## src/rtl/cr_clic_arb_pkg.sv

```systemverilog
// Shared constants, FSM encoding and small helpers for the CLIC arbiter.
package cr_clic_arb_pkg;

  localparam int CLIC_INTCTLBITS = 3;
  localparam int ARB_PRIO_W      = CLIC_INTCTLBITS + 1;
  localparam int ARB_INT_NUM     = 64;
  localparam int ARB_GROUP       = 8;
  localparam int ARB_ID_W        = $clog2(ARB_INT_NUM);

  // Cycles the output stays quiet after a claim or flush, giving the
  // claimed kid time to drop its pending bit.
  localparam logic [1:0] BLANK_DEPTH = 2'd2;

  typedef enum logic [1:0] {
    ST_IDLE  = 2'b00,
    ST_VALID = 2'b01,
    ST_BLANK = 2'b10
  } arb_state_e;

  // Index width for an n-entry reduction, never less than one bit.
  function automatic int idx_w(input int n);
    return (n > 1) ? $clog2(n) : 1;
  endfunction

endpackage

```

## src/rtl/cr_clic_arb_grp.sv

```systemverilog
// Combinational max-priority reduction over N entries; on equal priority
// the lowest index wins.
module cr_clic_arb_grp
  import cr_clic_arb_pkg::*;
#(
  parameter int N      = 8,
  parameter int PRIO_W = 4,
  parameter int IDX_W  = idx_w(N)
) (
  input  logic [N-1:0]        vld_i,
  input  logic [N*PRIO_W-1:0] prio_i,
  input  logic [N-1:0]        hv_i,
  output logic                vld_o,
  output logic [IDX_W-1:0]    idx_o,
  output logic [PRIO_W-1:0]   prio_o,
  output logic                hv_o
);

  logic              best_vld_s;
  logic [IDX_W-1:0]  best_idx_s;
  logic [PRIO_W-1:0] best_prio_s;
  logic              best_hv_s;

  // Linear scan; a strict greater-than keeps the earlier entry on a tie.
  always_comb begin
    best_vld_s  = 1'b0;
    best_idx_s  = '0;
    best_prio_s = '0;
    best_hv_s   = 1'b0;
    for (int i = 0; i < N; i++) begin
      if (vld_i[i] && (!best_vld_s || (prio_i[i*PRIO_W +: PRIO_W] > best_prio_s))) begin
        best_vld_s  = 1'b1;
        best_idx_s  = IDX_W'(i);
        best_prio_s = prio_i[i*PRIO_W +: PRIO_W];
        best_hv_s   = hv_i[i];
      end else begin
        best_vld_s  = best_vld_s;
      end
    end
  end

  assign vld_o  = best_vld_s;
  assign idx_o  = best_idx_s;
  assign prio_o = best_prio_s;
  assign hv_o   = best_hv_s;

endmodule

```

## src/rtl/cr_clic_arb.sv

```systemverilog
// CLIC arbiter: qualifies kid requests against the threshold, picks the
// winner through a two-stage registered tournament and presents it to the
// core with a valid/ack handshake and a one-hot claim back to the kid.
module cr_clic_arb
  import cr_clic_arb_pkg::*;
#(
  parameter int INT_NUM = ARB_INT_NUM,
  parameter int PRIO_W  = ARB_PRIO_W,
  parameter int GROUP   = ARB_GROUP,
  parameter int ID_W    = ARB_ID_W
) (
  input  logic                        clic_clk,
  input  logic                        clic_rst,
  input  logic [INT_NUM-1:0]          kid_arb_int_req,
  input  logic [INT_NUM*PRIO_W-1:0]   kid_arb_int_all,
  input  logic [INT_NUM-1:0]          kid_arb_int_hv,
  input  logic [PRIO_W-1:0]           ctrl_arb_thresh,
  input  logic                        ctrl_arb_flush,
  input  logic                        cpu_arb_int_ack,
  output logic                        arb_cpu_int_vld,
  output logic [ID_W-1:0]             arb_cpu_int_id,
  output logic [PRIO_W-1:0]           arb_cpu_int_prio,
  output logic                        arb_cpu_int_hv,
  output logic [INT_NUM-1:0]          arb_kid_int_claim
);

  localparam int NGRP   = INT_NUM / GROUP;
  localparam int GID_W  = idx_w(GROUP);
  localparam int GSEL_W = idx_w(NGRP);

  // ---------------- qualification ----------------
  logic [INT_NUM-1:0] qual_s;

  for (genvar gi = 0; gi < INT_NUM; gi++) begin : g_qual
    assign qual_s[gi] = kid_arb_int_req[gi] &
                        (kid_arb_int_all[gi*PRIO_W +: PRIO_W] > ctrl_arb_thresh);
  end

  // ---------------- stage 1: per-group winners ----------------
  logic [NGRP-1:0]        s1_vld_d,  s1_vld_q;
  logic [NGRP*GID_W-1:0]  s1_idx_d,  s1_idx_q;
  logic [NGRP*PRIO_W-1:0] s1_prio_d, s1_prio_q;
  logic [NGRP-1:0]        s1_hv_d,   s1_hv_q;

  for (genvar gg = 0; gg < NGRP; gg++) begin : g_s1
    cr_clic_arb_grp #(
      .N      (GROUP),
      .PRIO_W (PRIO_W),
      .IDX_W  (GID_W)
    ) u_grp (
      .vld_i  (qual_s[gg*GROUP +: GROUP]),
      .prio_i (kid_arb_int_all[gg*GROUP*PRIO_W +: GROUP*PRIO_W]),
      .hv_i   (kid_arb_int_hv[gg*GROUP +: GROUP]),
      .vld_o  (s1_vld_d[gg]),
      .idx_o  (s1_idx_d[gg*GID_W +: GID_W]),
      .prio_o (s1_prio_d[gg*PRIO_W +: PRIO_W]),
      .hv_o   (s1_hv_d[gg])
    );
  end

  // Stage-1 register; flush empties it.
  always_ff @(posedge clic_clk or posedge clic_rst) begin
    if (clic_rst) begin
      s1_vld_q  <= '0;
      s1_idx_q  <= '0;
      s1_prio_q <= '0;
      s1_hv_q   <= '0;
    end else if (ctrl_arb_flush) begin
      s1_vld_q  <= '0;
      s1_idx_q  <= '0;
      s1_prio_q <= '0;
      s1_hv_q   <= '0;
    end else begin
      s1_vld_q  <= s1_vld_d;
      s1_idx_q  <= s1_idx_d;
      s1_prio_q <= s1_prio_d;
      s1_hv_q   <= s1_hv_d;
    end
  end

  // ---------------- stage 2: winner across groups ----------------
  logic              w_vld_s;
  logic [GSEL_W-1:0] w_grp_s;
  logic [PRIO_W-1:0] w_prio_s;
  logic              w_hv_s;
  logic [GID_W-1:0]  w_gid_s;
  logic [ID_W-1:0]   s2_id_d;

  cr_clic_arb_grp #(
    .N      (NGRP),
    .PRIO_W (PRIO_W),
    .IDX_W  (GSEL_W)
  ) u_s2 (
    .vld_i  (s1_vld_q),
    .prio_i (s1_prio_q),
    .hv_i   (s1_hv_q),
    .vld_o  (w_vld_s),
    .idx_o  (w_grp_s),
    .prio_o (w_prio_s),
    .hv_o   (w_hv_s)
  );

  assign w_gid_s = s1_idx_q[w_grp_s*GID_W +: GID_W];
  assign s2_id_d = ID_W'(w_grp_s) * ID_W'(GROUP) + ID_W'(w_gid_s);

  logic              s2_vld_q;
  logic [ID_W-1:0]   s2_id_q;
  logic [PRIO_W-1:0] s2_prio_q;
  logic              s2_hv_q;

  // Stage-2 register; the payload keeps the last valid winner so a
  // presented-but-stale cycle never shows a meaningless id.
  always_ff @(posedge clic_clk or posedge clic_rst) begin
    if (clic_rst) begin
      s2_vld_q  <= 1'b0;
      s2_id_q   <= '0;
      s2_prio_q <= '0;
      s2_hv_q   <= 1'b0;
    end else if (ctrl_arb_flush) begin
      s2_vld_q  <= 1'b0;
      s2_id_q   <= '0;
      s2_prio_q <= '0;
      s2_hv_q   <= 1'b0;
    end else begin
      s2_vld_q <= w_vld_s;
      if (w_vld_s) begin
        s2_id_q   <= s2_id_d;
        s2_prio_q <= w_prio_s;
        s2_hv_q   <= w_hv_s;
      end
    end
  end

  // ---------------- presentation FSM ----------------
  arb_state_e         state_q, state_d;
  logic [1:0]         cnt_q, cnt_d;
  logic [INT_NUM-1:0] claim_q, claim_d;
  logic [ID_W-1:0]    last_id_q;
  logic [PRIO_W-1:0]  last_prio_q;
  logic               last_hv_q;

  // State, blank counter and claim pulse registers.
  always_ff @(posedge clic_clk or posedge clic_rst) begin
    if (clic_rst) begin
      state_q <= ST_IDLE;
      cnt_q   <= 2'd0;
      claim_q <= '0;
    end else begin
      state_q <= state_d;
      cnt_q   <= cnt_d;
      claim_q <= claim_d;
    end
  end

  // Next state; flush overrides everything, including a same-cycle ack.
  always_comb begin
    state_d = state_q;
    cnt_d   = cnt_q;
    claim_d = '0;
    if (ctrl_arb_flush) begin
      state_d = ST_BLANK;
      cnt_d   = BLANK_DEPTH;
    end else begin
      case (state_q)
        ST_IDLE: begin
          if (s2_vld_q && (cnt_q == 2'd0)) begin
            state_d = ST_VALID;
          end else begin
            state_d = ST_IDLE;
          end
        end
        ST_VALID: begin
          if (cpu_arb_int_ack) begin
            state_d = ST_BLANK;
            cnt_d   = BLANK_DEPTH;
            claim_d = {{(INT_NUM-1){1'b0}}, 1'b1} << s2_id_q;
          end else if (!s2_vld_q) begin
            state_d = ST_IDLE;
          end else begin
            state_d = ST_VALID;
          end
        end
        ST_BLANK: begin
          if (cnt_q <= 2'd1) begin
            state_d = ST_IDLE;
            cnt_d   = 2'd0;
          end else begin
            cnt_d   = cnt_q - 2'd1;
          end
        end
        default: begin
          state_d = ST_IDLE;
          cnt_d   = 2'd0;
        end
      endcase
    end
  end

  // Remember what was last presented so the outputs hold while vld is low.
  always_ff @(posedge clic_clk or posedge clic_rst) begin
    if (clic_rst) begin
      last_id_q   <= '0;
      last_prio_q <= '0;
      last_hv_q   <= 1'b0;
    end else if (state_q == ST_VALID) begin
      last_id_q   <= s2_id_q;
      last_prio_q <= s2_prio_q;
      last_hv_q   <= s2_hv_q;
    end
  end

  // Outputs: live stage-2 winner while valid, held values otherwise.
  always_comb begin
    arb_cpu_int_vld = (state_q == ST_VALID);
    if (state_q == ST_VALID) begin
      arb_cpu_int_id   = s2_id_q;
      arb_cpu_int_prio = s2_prio_q;
      arb_cpu_int_hv   = s2_hv_q;
    end else begin
      arb_cpu_int_id   = last_id_q;
      arb_cpu_int_prio = last_prio_q;
      arb_cpu_int_hv   = last_hv_q;
    end
  end

  assign arb_kid_int_claim = claim_q;

endmodule

```

## config.mk

```make
export PLATFORM = sky130hd
export DESIGN_NAME = cr_clic_arb
export DESIGN_NICKNAME = d
export VERILOG_FILES = /design/src/rtl/cr_clic_arb_pkg.sv /design/src/rtl/cr_clic_arb_grp.sv /design/src/rtl/cr_clic_arb.sv
export SDC_FILE = /design/constraint.sdc
export NUM_CORES = 1
export LEC_CHECK = 0
export ABC_AREA = 1
export BUFFER_PORTS_ARGS = -buffer_cell sky130_fd_sc_hd__buf_2
export CORE_MARGIN = 5
export CORE_UTILIZATION = 46
export CTS_CLUSTER_DIAMETER = 100
export CTS_CLUSTER_SIZE = 14
export DETAILED_ROUTE_END_ITERATION = 7
export HOLD_SLACK_MARGIN = 0.05
export PLACE_DENSITY = 0.69
export SYNTH_ARGS = -nofsm -noshare
export SYNTH_HDL_FRONTEND = slang
export SYNTH_HIERARCHICAL = 1
export SYNTH_SLANG_ARGS = --single-unit
```

## constraint.sdc

```tcl
create_clock -name clic_clk -period 10.06 [get_ports clic_clk]
set_input_delay 2.012 -clock clic_clk [delete_from_list [all_inputs] [get_ports clic_clk]]
set_output_delay 2.012 -clock clic_clk [all_outputs]
set_load 0.1 [all_outputs]
```

### Word level (Yosys, flattened, before mapping)

Cells that the tools add are included.

| word-level totals | value |
|---|---|
| word-level logic and storage cells | 716 |
| input bits | 392 |
| flip-flop bits (word level) | 163 |
| output and inout bits | 76 |

| cells by class | value |
|---|---|
| magnitude comparators | 128 |
| equal/unequal tests | 5 |
| multiplexer cells | 306 |
| multiply operators | 1 |
| $add $sub $neg | 2 |
| bitwise gates (word level) | 64 |
| shift-type cells | 2 |
| reduce and logical (&&, ||, !) cells | 194 |

Operators by type and width:

| cell | number |
|---|---|
| 4-bit > comparator | 127 |
| 4-bit two-way mux | 75 |
| 64-bit two-way mux | 3 |
| 1-bit two-way mux | 159 |
| 3-bit two-way mux | 36 |
| 1-bit AND | 64 |
| 1-bit logical AND | 64 |
| 1-bit by 6-bit left shift with 64-bit output, first input constant | 1 |
| 1-bit zero test | 63 |
| 1-bit logical OR | 63 |
| 2-bit two-way mux | 24 |
| 32-bit two-way mux | 1 |
| 24-bit two-way mux | 1 |
| 24-bit by 6-bit variable part select with 3-bit output | 1 |
| 6-bit two-way mux | 3 |
| 8-bit two-way mux | 2 |
| 2-bit one-hot mux with 3 select lines | 2 |
| 6-bit by 3-bit adder with 6-bit output | 1 |
| 3-bit inequality test, second input constant | 2 |
| 3-bit by 2-bit multiplier with 5-bit output, second input constant | 1 |
| 2-bit zero test | 2 |
| 2-bit by 1-bit equality test with 1-bit output, second input constant | 1 |
| 2-bit equality test, second input constant | 1 |
| 2-bit by 1-bit less-or-equal comparator with 1-bit output, second input constant | 1 |
| other kinds (4) | 4 |

### Longest topological paths before layout

Gate-level depths: netlist of run 1.

| logic depth | value |
|---|---|
| depth after elaboration | 34 |
| gate-level depth with buffers | 84 |
| gate-level depth less buffers | 83 |

### By module

Netlist of run 1, hierarchy kept.

By module, submodules not included:

| module | instances | area an instance (sq um) | cells each | seq. area each (sq um) |
|---|---|---|---|---|
| cr_clic_arb | 1 | 11658.7 | 1360 | 4078.9 |
| cr_clic_arb_grp at g_s1[0].u_grp ... | 6 | 1341.3 | 248 | 0.0 |
| cr_clic_arb_grp at g_s1[6].u_grp ... | 3 | 1330.0 | 246 | 0.0 |

### Worst setup path before layout of run 1

Ideal clock, no wire load.

| timing path | value |
|---|---|
| kind | in2reg |
| from | input port ctrl_arb_thresh[3] |
| to | register s1_idx_q[19] |
| stages | 75 |
| data arrival time | 11.403 ns |
| setup slack | -1.465 ns |
| library setup time | 0.121 ns |
| path buffers | 1 |
| data required time | 9.939 ns |
| path through | inv_1 ha_1 nand2_1 o21ai_0 a21oi_1 nand2_1 ha_1 nand2_1 inv_1 nand2_1 nand2_1 nand2_1 nand2_1 nand2_1 nand2_1 and2_1 ha_1 inv_1 (+39 left out) nand2_2 nand2_2 buf_6 or2_1 nand2_1 ha_1 inv_1 nor2_1 o21bai_1 nand2_1 o21ai_0 o21ai_1 nand2_2 nand2_1 inv_1 o21ai_0 inv_1 nor2_1 |

| between the ends | value |
|---|---|
| longest elaborated chain between the ends | 32 |
| elaborated cells on any way between the ends | 65 |
| classes of those cells | order compare: 15; mux: 21; bitwise: 8; reduce/logical: 21 |

RTL lines:

| element | line | text |
|---|---|---|
| start: declaration | cr_clic_arb.sv:17 | `input logic [PRIO_W-1:0] ctrl_arb_thresh,` |
| 4-bit > comparator (*) | cr_clic_arb.sv:36 | `(kid_arb_int_all[gi*PRIO_W +: PRIO_W] > ctrl_arb_thresh);` |
| 1-bit AND (*) | cr_clic_arb.sv:35 | `assign qual_s[gi] = kid_arb_int_req[gi] &` |
| net qual_s[48] | cr_clic_arb.sv:32 | `logic [INT_NUM-1:0] qual_s;` |
| 4-bit two-way mux or 1-bit two-way mux (tied branches) | cr_clic_arb_grp.sv:31 | `if (vld_i[i] && (!best_vld_s \|\| (prio_i[i*PRIO_W +: PRIO_W] > best_prio_s))) begin` |
| 4-bit > comparator or 1-bit zero test (tied branches) | cr_clic_arb_grp.sv:31 |  |
| 1-bit logical OR | cr_clic_arb_grp.sv:31 |  |
| 1-bit logical AND | cr_clic_arb_grp.sv:31 |  |
| 4-bit two-way mux or 1-bit two-way mux (tied branches) | cr_clic_arb_grp.sv:31 |  |
| (+18 left out) | n/a |  |
| 1-bit logical AND | cr_clic_arb_grp.sv:31 |  |
| 4-bit two-way mux or 1-bit two-way mux (tied branches) | cr_clic_arb_grp.sv:31 |  |
| 4-bit > comparator or 1-bit zero test (tied branches) | cr_clic_arb_grp.sv:31 |  |
| 1-bit logical OR | cr_clic_arb_grp.sv:31 |  |
| 1-bit logical AND | cr_clic_arb_grp.sv:31 |  |
| 3-bit two-way mux (*) | cr_clic_arb_grp.sv:31 |  |
| net s1_idx_d[19] | cr_clic_arb.sv:41 | `logic [NGRP*GID_W-1:0] s1_idx_d, s1_idx_q;` |
| 24-bit two-way mux (*) | cr_clic_arb.sv:68 | `end else if (ctrl_arb_flush) begin` |
| end signal: assignment | cr_clic_arb.sv:75 | `s1_idx_q <= s1_idx_d;` |
| end: declaration | cr_clic_arb.sv:41 |  |

The timed path passes the listed nets; every way through them passes the cells marked *.
A chain may end at the register's enable or synchronous reset.

### Worst setup path after layout of run 1

| timing path | value |
|---|---|
| from | input port ctrl_arb_thresh[1] |
| to | register s1_hv_q[6] |

| between the ends | value |
|---|---|
| longest elaborated chain between the ends | 32 |
| elaborated cells on any way between the ends | 67 |
| classes of those cells | order compare: 15; mux: 23; bitwise: 8; reduce/logical: 21 |

RTL lines:

| element | line | text |
|---|---|---|
| 4-bit > comparator (*) | cr_clic_arb.sv:36 |  |
| 1-bit AND (*) | cr_clic_arb.sv:35 |  |
| net qual_s[48] | cr_clic_arb.sv:32 |  |
| 4-bit two-way mux or 1-bit two-way mux (tied branches) | cr_clic_arb_grp.sv:31 |  |
| 4-bit > comparator or 1-bit zero test (tied branches) | cr_clic_arb_grp.sv:31 |  |
| 1-bit logical OR | cr_clic_arb_grp.sv:31 |  |
| 1-bit logical AND | cr_clic_arb_grp.sv:31 |  |
| 4-bit two-way mux or 1-bit two-way mux (tied branches) | cr_clic_arb_grp.sv:31 |  |
| (+18 left out) | n/a |  |
| 1-bit logical AND | cr_clic_arb_grp.sv:31 |  |
| 4-bit two-way mux or 1-bit two-way mux (tied branches) | cr_clic_arb_grp.sv:31 |  |
| 4-bit > comparator or 1-bit zero test (tied branches) | cr_clic_arb_grp.sv:31 |  |
| 1-bit logical OR | cr_clic_arb_grp.sv:31 |  |
| 1-bit logical AND | cr_clic_arb_grp.sv:31 |  |
| 1-bit two-way mux (*) | cr_clic_arb_grp.sv:31 |  |
| net s1_hv_d[6] | cr_clic_arb.sv:43 | `logic [NGRP-1:0] s1_hv_d, s1_hv_q;` |
| 8-bit two-way mux (*) | cr_clic_arb.sv:68 |  |
| end signal: assignment | cr_clic_arb.sv:77 | `s1_hv_q <= s1_hv_d;` |
| end: declaration | cr_clic_arb.sv:43 |  |

Marks and branches as above.

==> metrics.cfg, run 1 <==
[outcome]
status = complete, but fails checks
violations = setup timing

[sta]
skew_ns = 0.01832
hold_slack_ns = 0.5065
max_freq_ghz = 0.08653
setup_viol = 64
setup_ws_ns = -1.497
tightest_slew_ns = 0.9339
tns_ns = -63.48
rsz0062_at_grt = true
hold_viol = 0
slew_headroom_pct = 37.74
finalCritPeriodShare_pct = 114.9
finalCriticalPeriod_ns = 11.56
finalMaxSlewViolations = 0

[floorplan]
dieWidth_um = 237.0
start_util_pct = 46.28
die_y_um = 237.0
die_area_mm2 = 0.05615
io_pins = 468
rows = 83
core_mm2 = 0.05120

[grt]
grt_usage_pct = 30.90
grt_pass1_wl_mm = 144.6
grt_antenna_before_repair = 38
grt_pass1_vias = 29371
grt-ovfl-total = 0
grt_start_max_net_pins = 108

[yosys]
netlist.area_leader.share_pct = 26.98
ys_warn_count = 6
synthCells = 3586
syn-num-nets = 4489
synth.distinct_cells = 31
synth-seq-cells = 163
synth_area_leaders = ha_1, dfrtp_1, nand2_1
syn-cell-area_mm2 = 0.02370
synth_area_per_cell_um2 = 6.608
seq_area_frac_synth_pct = 17.21
yosys.area.top_type = ha_1

[final_layout]
drive_gt1_share_pct = 52.89
area_growth_pct = 70.33
nFillCells = 3057
final_nets = 5832
final_util_pct = 78.83

[job]
max_cap_violations = 0

[detailed_routing]
first_iter_violations = 2830
ant_nets = 0
post_drt_wl_per_cell_um = 20.58
drc = 0
finalWirelength_mm = 116.4
routed_via_density = 5.816
vias = 32903
dr.pass1.iters = 8

[critical_path]
worstSetupPathType = input pin to register
max_stage_delay_ns = 0.30
rrSetupSlack_ns = 0.96
required_ns = 10.34
slowest_stage = or2_4
cpMostUsedCell = nand2_1
rr_endpoint = s2_id_q[2]$_DFFE_PP0P_
worst_setup_path_end_kind = register
crit_arrival_ns = 11.84
startpoint_type = input pin
crit_start = ctrl_arb_thresh[1]
r2r-start = s1_vld_q[0]$_DFF_PP0_
rr_worst_depth = 68
cp_max_fo = 6

[power]
pwr_density_cell_mw_per_mm2 = 155.0
vdd_drop_max_uv = 160.0
leakage_nw = 21.95

[placed_design]
gp_routability_congestion = 0.9364
dp_hpwl_mm = 65.41
dp_slack_ns = -1.188
io_buffers = 467

[min_path]
hold_depth = 2
worstHoldPathType = register to register
whs_endpoint = last_prio_q[1]$_DFF_PP0_
min-delay-start = last_prio_q[1]$_DFF_PP0_

[clock_tree]
numCtsBuffers = 17
clk_latency_ns = 0.44
cts_hold_buf = 0
h-tree-depth = 4
clk_path_buf_depth = 2
clk_pin_slew_ns = 0.07
cts_tree = done
clock-sinks = 163
clock_tree.root_cell = clkbuf_16

[timing repair]
item / 4_1_cts / 5_1_grt
cloned: 10 / 2
setup endpoints to repair: 64 / 75
setup buffers: 268 / 88
pin swaps: 291 / 534
resized for setup: 535 / 799
[per-layer routing]
layer	wire [µm]	up-vias	share of wire, %	track usage (%)
met2	54080	2255	46	54.23
met4	10330	16	8.9	13.77
met5	108	-	0.093	0
met3	10450	905	9.0	4.892
li1	-	14603	-	-
met1	41450	15124	36	37.24
[through the flow]
step | area (µm²) | cells | total power [mW]
floorplan | 24070 | 3586 | 3.001
global placement | 31090 | 5228 | 4.018
detailed placement | 31090 | 5228 | 4.078
CTS | 36240 | 5538 | 5.249
global route | 40330 | 5646 | 6.729
finish | 40360 | 5657 | 6.256
[cell type report]
class                   count  area (µm²)  share of cell area (%)
repair inverters            1       7.507                 0.01860
clock inverters            15       185.2                  0.4588
flip-flops and latches    163        4080                   10.11
clock buffers              17       425.4                   1.054
diodes                     35       87.58                  0.2170
well taps                 680       850.8                   2.108
inverters                 604        2430                   6.020
repair buffers           1347        9290                   23.02
multi-input cells        2795       23000                   57.00
[Yosys cell counts]
master and count:
nand2_1 870, inv_1 556, ha_1 511, nand3_1 388, a21oi_1 237, nor2_1 202, dfrtp_1 163, o21ai_0 120
and2_1 102, nand4_1 98, o21bai_1 74, inv_2 46, nand2_2 42, or2_2 36, nor2_2 29, or2_1 27
buf_2 18, o211ai_1 12, buf_6 9, or3_2 9, o21ai_1 6, o31ai_1 6, clkbuf_1 5, a31oi_1 4
nor3_1 4, o22ai_1 4, buf_4 2, clkinv_1 2, nor3_2 2, buf_1 1, nand3b_1 1
[cell usage in the layout, fill, tap and decap left out, types with 51 or more instances in the layout]
master	instances
buf_4	821
nand2_1	505
buf_2	465
inv_1	404
ha_1	326
nand2_2	263
nand3_1	224
ha_4	181
a21oi_1	179
nor2_1	176
dfrtp_1	162
inv_2	160
nand2_4	154
nand3_2	134
nand4_1	98
o21bai_1	73
and2_4	71
o21ai_0	55
nor2_2	51
[power breakdown]
group | leakage [nW] | internal (mW) | switching (mW)
Clock | 0.292 | 0.358 | 0.311
Combinational | 19.5 | 2.09 | 2.67
Sequential | 2.19 | 0.753 | 0.0799
[sequential cells by signal, summed over array words and instances (netlist names), 2 cells and up]
| register | flops |
|---|---|
| arb_kid_int_claim | 64 |
| cnt_q | 2 |
| last_id_q | 6 |
| last_prio_q | 4 |
| s1_hv_q | 8 |
| s1_idx_q | 24 |
| s1_prio_q | 32 |
| s1_vld_q | 8 |
| s2_id_q | 6 |
| s2_prio_q | 4 |
| state_q | 2 |
[how the worst max path moves through the flow]
stage,slack [ns],cells after the start,end
after floorplan,-0.95,77,s1_hv_q[0]$_DFF_PP0_
after global placement,-1.08,80,s1_hv_q[2]$_DFF_PP0_
after detailed placement,-1.19,82,s1_hv_q[2]$_DFF_PP0_
after CTS,-0.30,80,s1_hv_q[2]$_DFF_PP0_
after global routing,-1.85,85,s1_hv_q[6]$_DFF_PP0_
final,-1.50,85,s1_hv_q[6]$_DFF_PP0_
[cell families (layout without fill, tap and decap cells)]
logic type / after synthesis / in the layout / synth area share (%)
DFF: 163 / 163 / 17.21
other: 0 / 35 / 0
AOI/OAI and AO/OA: 463 / 463 / 10.79
and+or+nand+nor: 1810 / 1821 / 34.48
adders and majority gates: 511 / 511 / 26.98
buffers and inverters: 639 / 1984 / 10.53
[critical path, delay by kind of cell]
family          cells  cell delay (ns)
compound gates     18             2.12
fa+ha+maj           8             1.77
buf+inv            18             1.59
simple gates       41             4.28
No activity file was read; power rests on OpenSTA's default activity.
==> inputs of run 2 (changes only) <==
CORE_UTILIZATION = 55   (was 46)
PLACE_DENSITY = 0.81   (was 0.69)
SETUP_SLACK_MARGIN = 0.05   (was unset)
==> run 2 against run 1 <==
Net effect: the run now fails in 5_1_grt; synthesized cell count unchanged; area after synthesis unchanged.
==> metrics.cfg, run 2 <==
[outcome]
status = did not finish
failing_step = 5_1_grt
tool.error = [ERROR GRT-0232] Routing congestion too high. Check the congestion heatmap in the GUI.

[yosys]
syn-cell-area_mm2 = 0.02370
synth_common_cells = nand2_1, inv_1, ha_1, nand3_1, a21oi_1
seq_area_frac_synth_pct = 17.21
syn-num-nets = 4489
synth_area_per_cell_um2 = 6.608
muxShareOfSynthArea_pct = 0
async_flop_share_pct = 100.0
synth_top_family_by_area = simple AND/OR/NAND/NOR gates
yosys.area.top_type = ha_1
synth_fa_ha_area_share_pct = 26.98
synth.distinct_cells = 31
yosysMostFrequentCell = nand2_1
netlist.area_leader.share_pct = 26.98
synth-seq-cells = 163
synthCells = 3586
ys_warn_count = 6
synthFlopType = dfrtp_1
synth_edf_count = 0
synth_area_leaders = ha_1, dfrtp_1, nand2_1
synth-compound-area-share_pct = 10.79
synth_xor_area_share_pct = 0
synth_simple_gate_area_share_pct = 34.48

[placed_design]
io_buffers = 467
dp_hpwl_mm = 64.46
place_area_mm2 = 0.03083
gp_routability_congestion = 0.9813

[clock_tree]
clk_path_buf_depth = 2
clock-sinks = 163
clock_tree.root_cell = clkbuf_16
h-tree-depth = 4
numCtsBuffers = 17
cts_hold_buf = 0

[grt]
grt_usage_pct = 80.92
grt_start_max_net_pins = 83
grt-ovfl-total = 472

[sta]
worstEndpointType = register data pin
postGrtWorstEndpoint = s1_prio_q[17]$_DFF_PP0_/D

[floorplan]
start_util_pct = 55.25
die_y_um = 217.6
rows = 76
io_pins = 468
dieWidth_um = 217.6

==> run 2: cell counts after synthesis <==
Identical to the previous run, type by type.
==> run 2: cell families after synthesis <==
family,count (synthesis)
adder cells (fa/ha/maj),511
AO/OA/AOI/OAI,463
AND/OR/NAND/NOR,1810
buffers and inverters,639
flip-flops,163
==> run 2: what timing repair did <==
action                                  in CTS
gates cloned                                 8
endpoints found under the setup margin      64
setup buffers                              265
gates resized for setup                    501
pin swaps                                  273
==> run 2: per-layer routing <==
metal | GRT usage (%) | GRT overflow
met5 | 39.48 | 2
met4 | 76.32 | 151
met3 | 70.76 | 12
met2 | 94.36 | 299
met1 | 81.43 | 8
==> run 2: stage by stage <==
step | worst slack, ns | hold slack (ns) | std cells | setup TNS [ns]
after floorplan | -0.9488 | 0.4771 | 3586 | -57.32
after global placement | -1.051 | 0.4781 | 5121 | -41.94
after detailed placement | -1.197 | 0.4886 | 5121 | -60.99
after CTS | -0.3186 | 0.5134 | 5425 | -12.24
==> inputs of run 3 (changes only) <==
CORE_UTILIZATION = 40   (was 55)
CTS_CLUSTER_DIAMETER = unset   (was 100)
CTS_CLUSTER_SIZE = unset   (was 14)
HOLD_SLACK_MARGIN = unset   (was 0.05)
PLACE_DENSITY = unset   (was 0.81)
PLACE_DENSITY_LB_ADDON = 0.15   (was unset)
SETUP_SLACK_MARGIN = unset   (was 0.05)
==> run 3 against run 2 <==
Net effect: the flow now finishes, with violations (setup timing).
==> metrics.cfg, run 3 (synthesized netlist as in run 1, its figures left out) <==
[clock_tree]
clk_path_buf_depth = 2
clk_pin_slew_ns = 0.08
clock_tree.root_cell = clkbuf_16
numCtsBuffers = 17
h-tree-depth = 4
clock-sinks = 163
clk_latency_ns = 0.44
cts_hold_buf = 0
cts_tree = done

[detailed_routing]
dr.pass1.iters = 7
vias = 27975
first_iter_violations = 1195
post_drt_wl_per_cell_um = 16.03
finalWirelength_mm = 89.92
drc = 0
routed_via_density = 4.988
ant_nets = 0

[floorplan]
io_pins = 468
rows = 89
die_area_mm2 = 0.06421
core_mm2 = 0.05880
dieWidth_um = 253.4
start_util_pct = 40.30
die_y_um = 253.4

[critical_path]
required_ns = 10.36
worstSetupPathType = input pin to register
crit_arrival_ns = 11.00
rrSetupSlack_ns = 0.95
r2r-start = s1_vld_q[0]$_DFF_PP0_
crit_start = ctrl_arb_thresh[1]
startpoint_type = input pin
rr_endpoint = s2_id_q[2]$_DFFE_PP0P_
rr_worst_depth = 68
cp_max_fo = 8
slowest_stage = a21oi_4
cpMostUsedCell = nand2_1
crit_end = s1_hv_q[2]$_DFF_PP0_
max_stage_delay_ns = 0.32
worst_setup_path_end_kind = register

[placed_design]
dp_hpwl_mm = 69.01
io_buffers = 467
gp_routability_congestion = 0.9130

[final_layout]
area_growth_pct = 56.63
nFillCells = 5277
final_nets = 5700
layout_commonest_cell = buf_4
largest_reg_flops = 64
regArea_mm2 = 0.004080
drive_gt1_share_pct = 43.64
multi_input_area_mm2 = 0.02085
layout_common_cells = buf_4, nand2_1, inv_1, buf_2, ha_1
final_util_pct = 63.13

[sta]
slew_headroom_pct = 39.85
setup_viol = 64
finalCriticalPeriod_ns = 10.70
skew_ns = 0.01289
finalCritPeriodShare_pct = 106.4
rsz0062_at_grt = true
setup_ws_ns = -0.6450
tightest_slew_ns = 0.9023
max_freq_ghz = 0.09341
hold_viol = 0
finalMaxSlewViolations = 0

[grt]
grt_start_max_net_pins = 93
grt_usage_pct = 25.64
grt_pass1_vias = 27150
grt-ovfl-total = 0
grt_antenna_before_repair = 31
grt_pass1_wl_mm = 135.5

[job]
max_cap_violations = 0

[power]
leakage_nw = 20.77
vdd_drop_max_uv = 144.7
total_power_mw = 5.535
pwr_density_cell_mw_per_mm2 = 149.1

[min_path]
worstHoldPathType = register to register

[outcome]
status = complete, but fails checks
violations = setup timing

## run 3: repair_timing
action,CTS,global route
cloned,6,4
resized for setup,337,459
pin swaps,203,213
setup buffers,153,48
endpoints found under the setup margin,64,75
## run 3: worst min path at each step
stage / startpoint / endpoint / slack, ns / cells past startpoint
global placement: last_hv_q$_DFF_PP0_ / last_hv_q$_DFF_PP0_ / 0.48 / 2
CTS: last_prio_q[3]$_DFF_PP0_ / last_prio_q[3]$_DFF_PP0_ / 0.50 / 2
global route: last_prio_q[3]$_DFF_PP0_ / last_prio_q[3]$_DFF_PP0_ / 0.52 / 2
floorplan: state_q[0]$_DFFE_PP0P_ / state_q[0]$_DFFE_PP0P_ / 0.48 / 2
detailed placement: last_prio_q[3]$_DFF_PP0_ / last_prio_q[3]$_DFF_PP0_ / 0.48 / 2
finish: last_prio_q[3]$_DFF_PP0_ / last_prio_q[3]$_DFF_PP0_ / 0.49 / 2
## run 3: power breakdown
part           switching [mW]  leakage (nW)  internal [mW]  total (mW)
registers              0.0783          2.19          0.753       0.831
logic                    2.27          18.3           1.77        4.03
clock network           0.313         0.293          0.359       0.672
total                    2.66          20.8           2.88        5.54
## run 3: final cells by class
type	count	area share, %
tap	773	2.606
multi-input combinational	2794	56.17
sequential	163	10.99
timing repair buffer	1217	22.06
clock inverter	15	0.5124
inverter	604	6.344
antenna	25	0.1686
clock buffer	17	1.146
## run 3: critical path, delay by kind of cell
kind | cells | cell delay (ns)
compound gates | 14 | 1.60
fa+ha+maj | 8 | 1.80
buf+inv | 14 | 1.20
simple gates | 47 | 4.33
## run 3: layer usage
metal  GRT usage, %  routed length [µm]  vias to the layer above
li1               -                   -                    14301
met1          33.42               39240                    12835
met2          43.83               43480                      631
met3          3.667                4078                      196
met4          8.252                3061                       12
met5              0                  64                        -
## run 3: per-stage QoR
stage	area, µm²	setup WS, ns	TNS (ns)	instances	hold slack (ns)
5_1_grt	37110	-1.286	-65.52	5604	0.5160
3_3_place_gp	31330	-1.249	-50.13	5341	0.4750
6_report	37120	-0.6450	-22.67	5608	0.4918
4_1_cts	34630	-0.3923	-16.40	5532	0.4970
3_5_place_dp	31330	-1.305	-58.08	5341	0.4802
2_1_floorplan	24070	-0.9488	-57.32	3586	0.4771
